File: src/rtl/combo_lock_pkg.sv
// Shared state encoding and width helpers for the combination lock.
package combo_lock_pkg;

    typedef enum logic [1:0] {
        LOCKED   = 2'd0,
        UNLOCKED = 2'd1,
        PROGRAM  = 2'd2,
        LOCKOUT  = 2'd3
    } state_t;

    function automatic int pos_w(input int code_len);
        return (code_len > 1) ? $clog2(code_len) : 1;
    endfunction

    // Tries only ever needs to hold 0..MAX_TRIES-1, sized to MAX_TRIES for headroom.
    function automatic int tries_w(input int max_tries);
        return (max_tries > 1) ? $clog2(max_tries + 1) : 1;
    endfunction

    function automatic int timer_w(input int cycles);
        return $clog2(cycles + 1);
    endfunction

endpackage

File: src/rtl/lockout_timer.sv
// Loadable down-counter; o_done is high during the cycle whose edge takes the count 1->0.
module lockout_timer
    import combo_lock_pkg::*;
#(
    parameter int LOCKOUT_CYCLES = 16
) (
    input  logic clk,
    input  logic rst_n,
    input  logic i_load,
    output logic o_done
);

    localparam int TW = timer_w(LOCKOUT_CYCLES);
    localparam logic [TW-1:0] LOAD_VAL = TW'(LOCKOUT_CYCLES);
    localparam logic [TW-1:0] ONE      = TW'(1);

    logic [TW-1:0] r_cnt;

    always_ff @(posedge clk or negedge rst_n) begin
        if (!rst_n) begin
            r_cnt <= '0;
        end else if (i_load) begin
            r_cnt <= LOAD_VAL;
        end else if (r_cnt != '0) begin
            r_cnt <= r_cnt - ONE;
        end
    end

    assign o_done = (r_cnt == ONE);

endmodule

File: src/rtl/combo_lock_seq.sv
// Sequential combination lock with wrong-attempt lockout and atomic code reprogramming.
module combo_lock_seq
    import combo_lock_pkg::*;
#(
    parameter int DIGIT_W        = 3,
    parameter int CODE_LEN       = 4,
    parameter int MAX_TRIES      = 3,
    parameter int LOCKOUT_CYCLES = 16
) (
    input  logic                       clk,
    input  logic                       rst_n,
    input  logic [DIGIT_W-1:0]         digit_in,
    input  logic                       digit_valid,
    input  logic                       prog,
    input  logic                       relock,
    output logic                       locked,
    output logic                       unlocked,
    output logic                       lockout,
    output logic                       programming,
    output logic                       fail,
    output logic [pos_w(CODE_LEN)-1:0] entry_pos
);

    localparam int POS_W   = pos_w(CODE_LEN);
    localparam int TRIES_W = tries_w(MAX_TRIES);
    localparam logic [POS_W-1:0]   POS_LAST   = POS_W'(CODE_LEN - 1);
    localparam logic [POS_W-1:0]   POS_ONE    = POS_W'(1);
    localparam logic [TRIES_W-1:0] TRIES_LAST = TRIES_W'(MAX_TRIES - 1);
    localparam logic [TRIES_W-1:0] TRIES_ONE  = TRIES_W'(1);

    state_t               r_state, w_state_nx;
    logic [POS_W-1:0]     r_pos, w_pos_nx;
    logic                 r_mis, w_mis_nx;
    logic [TRIES_W-1:0]   r_tries, w_tries_nx;
    logic                 r_fail, w_fail_nx;
    logic [DIGIT_W-1:0]   r_code   [CODE_LEN];
    logic [DIGIT_W-1:0]   r_shadow [CODE_LEN];
    logic                 w_load, w_shadow_we, w_commit, w_timer_done;
    logic                 w_last, w_mis_any;

    lockout_timer #(
        .LOCKOUT_CYCLES(LOCKOUT_CYCLES)
    ) u_timer (
        .clk   (clk),
        .rst_n (rst_n),
        .i_load(w_load),
        .o_done(w_timer_done)
    );

    always_comb begin
        w_state_nx  = r_state;
        w_pos_nx    = r_pos;
        w_mis_nx    = r_mis;
        w_tries_nx  = r_tries;
        w_fail_nx   = 1'b0;
        w_load      = 1'b0;
        w_shadow_we = 1'b0;
        w_commit    = 1'b0;
        w_last      = (r_pos == POS_LAST);
        w_mis_any   = r_mis | (digit_in != r_code[r_pos]);
        case (r_state)
            LOCKED: begin
                if (relock) begin
                    w_pos_nx = '0;
                    w_mis_nx = 1'b0;
                end else if (digit_valid) begin
                    if (w_last) begin
                        w_pos_nx = '0;
                        w_mis_nx = 1'b0;
                        if (!w_mis_any) begin
                            w_state_nx = UNLOCKED;
                            w_tries_nx = '0;
                        end else begin
                            w_fail_nx = 1'b1;
                            if (r_tries == TRIES_LAST) begin
                                w_state_nx = LOCKOUT;
                                w_load     = 1'b1;
                                w_tries_nx = '0;
                            end else begin
                                w_tries_nx = r_tries + TRIES_ONE;
                            end
                        end
                    end else begin
                        w_pos_nx = r_pos + POS_ONE;
                        w_mis_nx = w_mis_any;
                    end
                end
            end
            UNLOCKED: begin
                if (relock) begin
                    w_state_nx = LOCKED;
                end else if (prog) begin
                    w_state_nx = PROGRAM;
                    w_pos_nx   = '0;
                end
            end
            PROGRAM: begin
                if (relock) begin
                    w_state_nx = LOCKED;
                    w_pos_nx   = '0;
                end else if (!prog) begin
                    w_state_nx = UNLOCKED;
                    w_pos_nx   = '0;
                end else if (digit_valid) begin
                    w_shadow_we = 1'b1;
                    if (w_last) begin
                        w_commit   = 1'b1;
                        w_state_nx = LOCKED;
                        w_pos_nx   = '0;
                    end else begin
                        w_pos_nx = r_pos + POS_ONE;
                    end
                end
            end
            LOCKOUT: begin
                if (w_timer_done) begin
                    w_state_nx = LOCKED;
                end
            end
            default: w_state_nx = LOCKED;
        endcase
    end

    always_ff @(posedge clk or negedge rst_n) begin
        if (!rst_n) begin
            r_state <= LOCKED;
            r_pos   <= '0;
            r_mis   <= 1'b0;
            r_tries <= '0;
            r_fail  <= 1'b0;
        end else begin
            r_state <= w_state_nx;
            r_pos   <= w_pos_nx;
            r_mis   <= w_mis_nx;
            r_tries <= w_tries_nx;
            r_fail  <= w_fail_nx;
        end
    end

    // The final digit bypasses the shadow so the whole code lands in a single edge.
    always_ff @(posedge clk or negedge rst_n) begin
        if (!rst_n) begin
            for (int i = 0; i < CODE_LEN; i++) begin
                r_code[i]   <= '0;
                r_shadow[i] <= '0;
            end
        end else begin
            if (w_shadow_we) begin
                r_shadow[r_pos] <= digit_in;
            end
            if (w_commit) begin
                for (int i = 0; i < CODE_LEN; i++) begin
                    r_code[i] <= (i == CODE_LEN - 1) ? digit_in : r_shadow[i];
                end
            end
        end
    end

    assign locked      = (r_state == LOCKED);
    assign unlocked    = (r_state == UNLOCKED);
    assign lockout     = (r_state == LOCKOUT);
    assign programming = (r_state == PROGRAM);
    assign fail        = r_fail;
    assign entry_pos   = r_pos;

endmodule

File: config.mk
export PLATFORM = sky130hd
export DESIGN_NAME = combo_lock_seq
export DESIGN_NICKNAME = d
export VERILOG_FILES = /design/src/rtl/combo_lock_pkg.sv /design/src/rtl/lockout_timer.sv /design/src/rtl/combo_lock_seq.sv
export SDC_FILE = /design/constraint.sdc
export NUM_CORES = 1
export LEC_CHECK = 0
export ABC_CLOCK_PERIOD_IN_PS = 4300
export CAP_MARGIN = 30
export CORE_UTILIZATION = 30
export CTS_CLUSTER_DIAMETER = 50
export DETAILED_ROUTE_END_ITERATION = 12
export GPL_TIMING_DRIVEN = 0
export MAX_ROUTING_LAYER = met4
export PLACE_DENSITY = 0.48
export SLEW_MARGIN = 15
export SYNTH_ARGS = -nofsm -noshare
export SYNTH_HDL_FRONTEND = slang
export SYNTH_SLANG_ARGS = --single-unit
File: constraint.sdc
create_clock -name clk -period 4.3 [get_ports clk]
set_input_delay 0.645 -clock clk [delete_from_list [all_inputs] [get_ports clk]]
set_output_delay 0.645 -clock clk [all_outputs]
set_load 0.01 [all_outputs]
### Yosys cells after proc, flatten, opt, wreduce, memory -nomap -nowiden

Cells that the tools add are included.

| word-level totals | value |
|---|---|
| flip-flop bits (word level) | 37 |
| input bits | 8 |
| output and inout port bits | 7 |
| logic and storage cells | 103 |

| operators by class | value |
|---|---|
| add/sub/neg operators | 3 |
| magnitude comparators | 2 |
| eq/ne operators | 17 |
| mux-type cells | 54 |
| bitwise operators | 3 |
| reductions and logical operators | 10 |

Operators with widths:

| kind | number |
|---|---|
| $mux W2 | 21 |
| $mux W1 | 23 |
| $bwmux W12 | 1 |
| $mux W5 | 2 |
| $mux W3 | 3 |
| $eq A2 B2 Y1 const B | 4 |
| $ne A2 B2 Y1 const B | 4 |
| $pmux W2 S4 | 1 |
| $reduce_and A8 Y1 | 1 |
| $bmux W3 S2 | 1 |
| $demux W3 S2 | 1 |
| $pmux W2 S3 | 1 |
| $eq A5 B1 Y1 const B | 1 |
| $reduce_bool A5 Y1 | 1 |
| $sub A5 B1 Y5 const B | 1 |
| $add A2 B1 Y2 const B | 2 |
| $ne A2 B1 Y1 const B | 2 |
| $ne A4 B3 Y1 const B | 1 |
| $ne A4 B4 Y1 const B | 1 |
| $reduce_and A4 Y1 | 1 |
| $reduce_bool A2 Y1 | 2 |
| $ge A3 B3 Y1 const B | 1 |
| $lt A3 B1 Y1 const B | 1 |
| $ne A3 B2 Y1 const B | 1 |
| 11 further kinds | 11 |

### Logic depth before layout (Yosys ltp)

Gate-level depths: netlist of the first run.

| depth | value |
|---|---|
| depth after elaboration | 12 |
| gate-level depth with buffers | 7 |
| mapped depth without buffers | 7 |

### Cells and area by module

Synthesis of the first run repeated with hierarchy kept, for this count alone.

| unflattened totals | value |
|---|---|
| cell total of the unflattened synthesis | 153 |
| area total of the unflattened synthesis | 1781.7 um^2 |

By module, submodules not included:

| module | times used | cells each | area an instance (um^2) | sequential area each (um^2) |
|---|---|---|---|---|
| combo_lock_seq | 1 | 127 | 1512.7 | 725.7 |
| lockout_timer | 1 | 26 | 269.0 | 125.1 |

### Worst setup path before layout of the first run

No wires, ideal clock.

| timing path | value |
|---|---|
| path kind | input to register |
| start | in relock |
| end | reg r_code[10] in the netlist's numbering |
| arrival | 1.639 ns |
| setup slack | 2.536 ns |
| cell stages on the path | 6 |
| path buffers | 2 |
| path through | buf_2 nor2_1 and3_1 nand2_1 buf_6 mux2_2 |

| between the ends | value |
|---|---|
| cells in the longest elaborated chain, start to end | 2 |

Ends and longest elaborated chain:

| what | line | RTL |
|---|---|---|
| from (decl) | combo_lock_seq.sv:15 | `input logic relock,` |
| $mux W1 | combo_lock_seq.sv:98 | `if (relock) begin` |
| $mux W1 | combo_lock_seq.sv:61 | `case (r_state)` |
| to (signal, indexed assignment) | combo_lock_seq.sv:153 | `r_code[i] <= (i == CODE_LEN - 1) ? digit_in : r_shadow[i];` |
| to (decl) | combo_lock_seq.sv:36 | `logic [DIGIT_W-1:0] r_code [CODE_LEN];` |

No other way between the ends.
A chain may end at the register's enable or synchronous reset.

### Final worst setup path of the first run

| timing path | value |
|---|---|
| start | reg r_state[0] |
| end | out locked |

| between the ends | value |
|---|---|
| cells in the longest elaborated chain, start to end | 1 |

Ends and longest elaborated chain:

| what | line | RTL |
|---|---|---|
| from (decl) | combo_lock_seq.sv:31 | `state_t r_state, w_state_nx;` |
| from (signal assigned) | combo_lock_seq.sv:132 | `r_state <= w_state_nx;` |
| $logic_not A2 Y1 | combo_lock_seq.sv:159 | `assign locked = (r_state == LOCKED);` |
| to (decl) | combo_lock_seq.sv:16 | `output logic locked,` |

No other way between the ends.

==> results of run 1 <==
-- worst max-delay path, stage by stage, from the launching register on --
cell and delay [ns]:
dfrtp_1 0.43, inv_1 0.10, ha_1 0.33, clkdlybuf4s50_1 0.60
-- path summary, 6_finish.rpt --
check	start	endpoint	slack (ns)	depth (start not counted)
max	r_state[0]$_DFFE_PN0P_	locked	1.91	3
min	rst_n	fail$_DFF_PN0_	0.42	1
max reg2reg	r_state[0]$_DFFE_PN0P_	r_code[8]$_DFFE_PN0P_	2.50	6
min reg2reg	r_shadow[10]$_DFFE_PN0P_	r_shadow[10]$_DFFE_PN0P_	0.50	1
max in group asynchronous	rst_n	r_code[3]$_DFFE_PN0P_	3.39	1
min in group clk	r_shadow[10]$_DFFE_PN0P_	r_shadow[10]$_DFFE_PN0P_	0.50	1
-- state kept, by name, indices dropped and copies added (netlist names) --
register / flops
entry_pos: 2
fail: 1
r_code: 12
r_mis: 1
r_shadow: 9
r_state: 2
r_tries: 2
u_timer.r_cnt: 5
-- metrics by stage --
stage                     cells  cell area, um2  total power, uW  hold WS [ns]
after CTS                   248            2110             1250         0.454
after global placement      240            2010              935         0.482
final                       248            2110             1230         0.423
after detailed placement    240            2000              953         0.492
after global routing        248            2110             1330         0.488
after floorplan             155            1790              801         0.349
-- logic make-up after synthesis --
group | count (synthesis) | synth area share, %
simple gates | 38 | 10.2
flops | 34 | 47.7
mux | 28 | 17.2
compound gates | 24 | 10.2
buf+inv | 13 | 3.64
fa+ha+maj | 11 | 7.71
xor+xnor | 7 | 3.43
-- cell type report --
cell class / instances / area [um2]
sequential: 34 / 851
timing repair buffer: 13 / 125
multi-input combinational: 108 / 870
clock buffer: 5 / 68.8
buffer: 3 / 27.5
tap: 72 / 90.1
inverter: 10 / 37.5
fill: 575 / 3490
clock inverter: 3 / 45.0
-- power breakdown --
| group | internal (uW) | switching (uW) | total, uW |
|---|---|---|---|
| Combinational | 245 | 229 | 474 |
| Sequential | 401 | 65.5 | 467 |
| Clock | 172 | 120 | 293 |
| Total | 818 | 415 | 1230 |
-- routing by layer --
metal / share of wire, % / wire length [um] / vias up / GRT usage (%)
met2: 48 / 1630 / 11 / 20.5
met4: 1.6 / 55 / 0 / 5.45
li1: - / - / 582 / -
met1: 47 / 1600 / 583 / 16.0
met3: 2.4 / 82 / 6 / 3.10
met5: 0 / 0 / - / -
-- Yosys cell counts, types with 2 or more instances --
library cell  count  share of area, %
dfrtp_1          34                48
mux2_2           21                13
nor2_1           12               2.5
ha_1             11               7.7
nand2_1          11               2.3
inv_1            10               2.1
mux2i_1           7               3.9
xor2_1            6               2.9
o21ai_0           5               1.4
a21oi_1           4               1.1
nand2b_1          3               1.1
nor2b_1           3               1.1
o21a_1            3               1.3
buf_6             2               1.3
nand3_1           2              0.56
nand4_1           2              0.70
o41ai_1           2              0.98
==> impl_results.md, run 1 <==
* Die Y at 79.1 um
* Final core utilization at 37.7%
* Most common cell after layout, fill and taps aside: dfrtp_1
* Max Cap Violations at 0
* Leakage at 0.000964 uW
* Startpoint Class: register
* Post-synth ARST share at 100%
* TritonCTS clock tree: yes
* EDFF count, synth at 0
* Post-synth cell types at 34
* Synthesized Nets at 174
* Sequential area share after synthesis at 47.7%
* GRT Util Overall at 13.0%
* Initial antenna violation count at 0
* CTS H-tree depth at 2
* First-pass GRT wire length at 5.93 mm
* DRT iter0 DRCs at 65
* RSZ-0062 raised after global routing: false
* Setup TNS at 0 ns
* Synthesis-stage register bit count at 34
* CTS Buf Count at 5
* Hold crit path type: in2async
* WL per Instance at 13.6 um
* Initial Utilization at 31.8%
* Worst-Margin Slew at 0.754 ns
* Mapped Cells at 155
* I/O Buffers at 13
* Clock latency at the later pin of the worst-skew pair at 0.29 ns
* CP Max Fanout at 8
* Die Area at 6260 um2
* Commonest cells after routing, fill and taps aside: 34 x dfrtp_1, 21 x mux2_2, 12 x nor2_1, 12 x clkdlybuf4s50_1
* Syn_area_per_cell at 11.5 um2
* CTS Root Cell: clkbuf_8
* Row count at 27
* Cell Pwr Density at 583 nW/um2
* Vias per cell at 4.77
* Final Hold Viols at 0
* DRC viols at 0
* Status: finished, final reports clean
* Post-layout minimum cycle time at 2.39 ns
* Slew Viols, Final at 0
* Drt total wl at 3.37 mm
* Hpwl dp at 2.50 mm
* Share of layout cells above drive strength 1 at 21.6%
* GRT Residual Overflow at 0
* Syn Std Cell Area at 1790 um2
* Final period util at 55.7%
* Slew HR at 49.8%
* Synthesis Warnings at 0
* Critical Path Sink Type: output pin
* Worst-path clk slew at 0.07 ns
* DR vias at 1182
* Core ar. at 5610 um2
* GPL Wtd Cong at 0.798
* ANT nets after route at 0
* WP data arrival at 1.75 ns
* Hold_buf cts at 0
* Max Root-Sink Buffers at 2
* Cts repair resizes at 0
* Max Fclk at 418 MHz
* Setup violators final at 0
* Largest net degree at the start of global routing at 35
* Vias in the first global route at 1202
* Synth-to-Final Area Change at 18.4%
* DIE WIDTH at 79.1 um
* Setup ws final at 1.91 ns
* # Post-CTS Setup Buffers at 0
* Clock skew at 0.00753 ns
* Data required time of the worst path at 3.65 ns
* Peak VDD IR at 0.000279 V
* Kind of critical path: reg2out
* I/O Pins at 15
* Ys flop type: dfrtp_1
* Pre-CTS setup slack at 1.98 ns
* Final layout net count at 194
* # diodes at 0
* TritonRoute pass-1 iters at 4
* Total clock sinks at 34
No activity file was read; power rests on OpenSTA's default activity.
==> inputs of run 2 (changes only) <==
ABC_CLOCK_PERIOD_IN_PS = 2450   (was 4300)
clock period = 2.45 ns   (was 4.3 ns; I/O delays follow)
==> results of run 2 <==
Same layout as run 1 (identical final DEF). Status: finished, final reports clean.
Among the figures that moved: setup slack after placement 1.98 ns -> 0.403 ns; setup slack after layout 1.91 ns -> 0.334 ns; hold slack 0.423 ns -> 0.146 ns; register-to-register setup slack 2.50 ns -> 0.65 ns; total power 1230 uW -> 2160 uW; worst IR drop on VDD 0.000279 V -> 0.000490 V
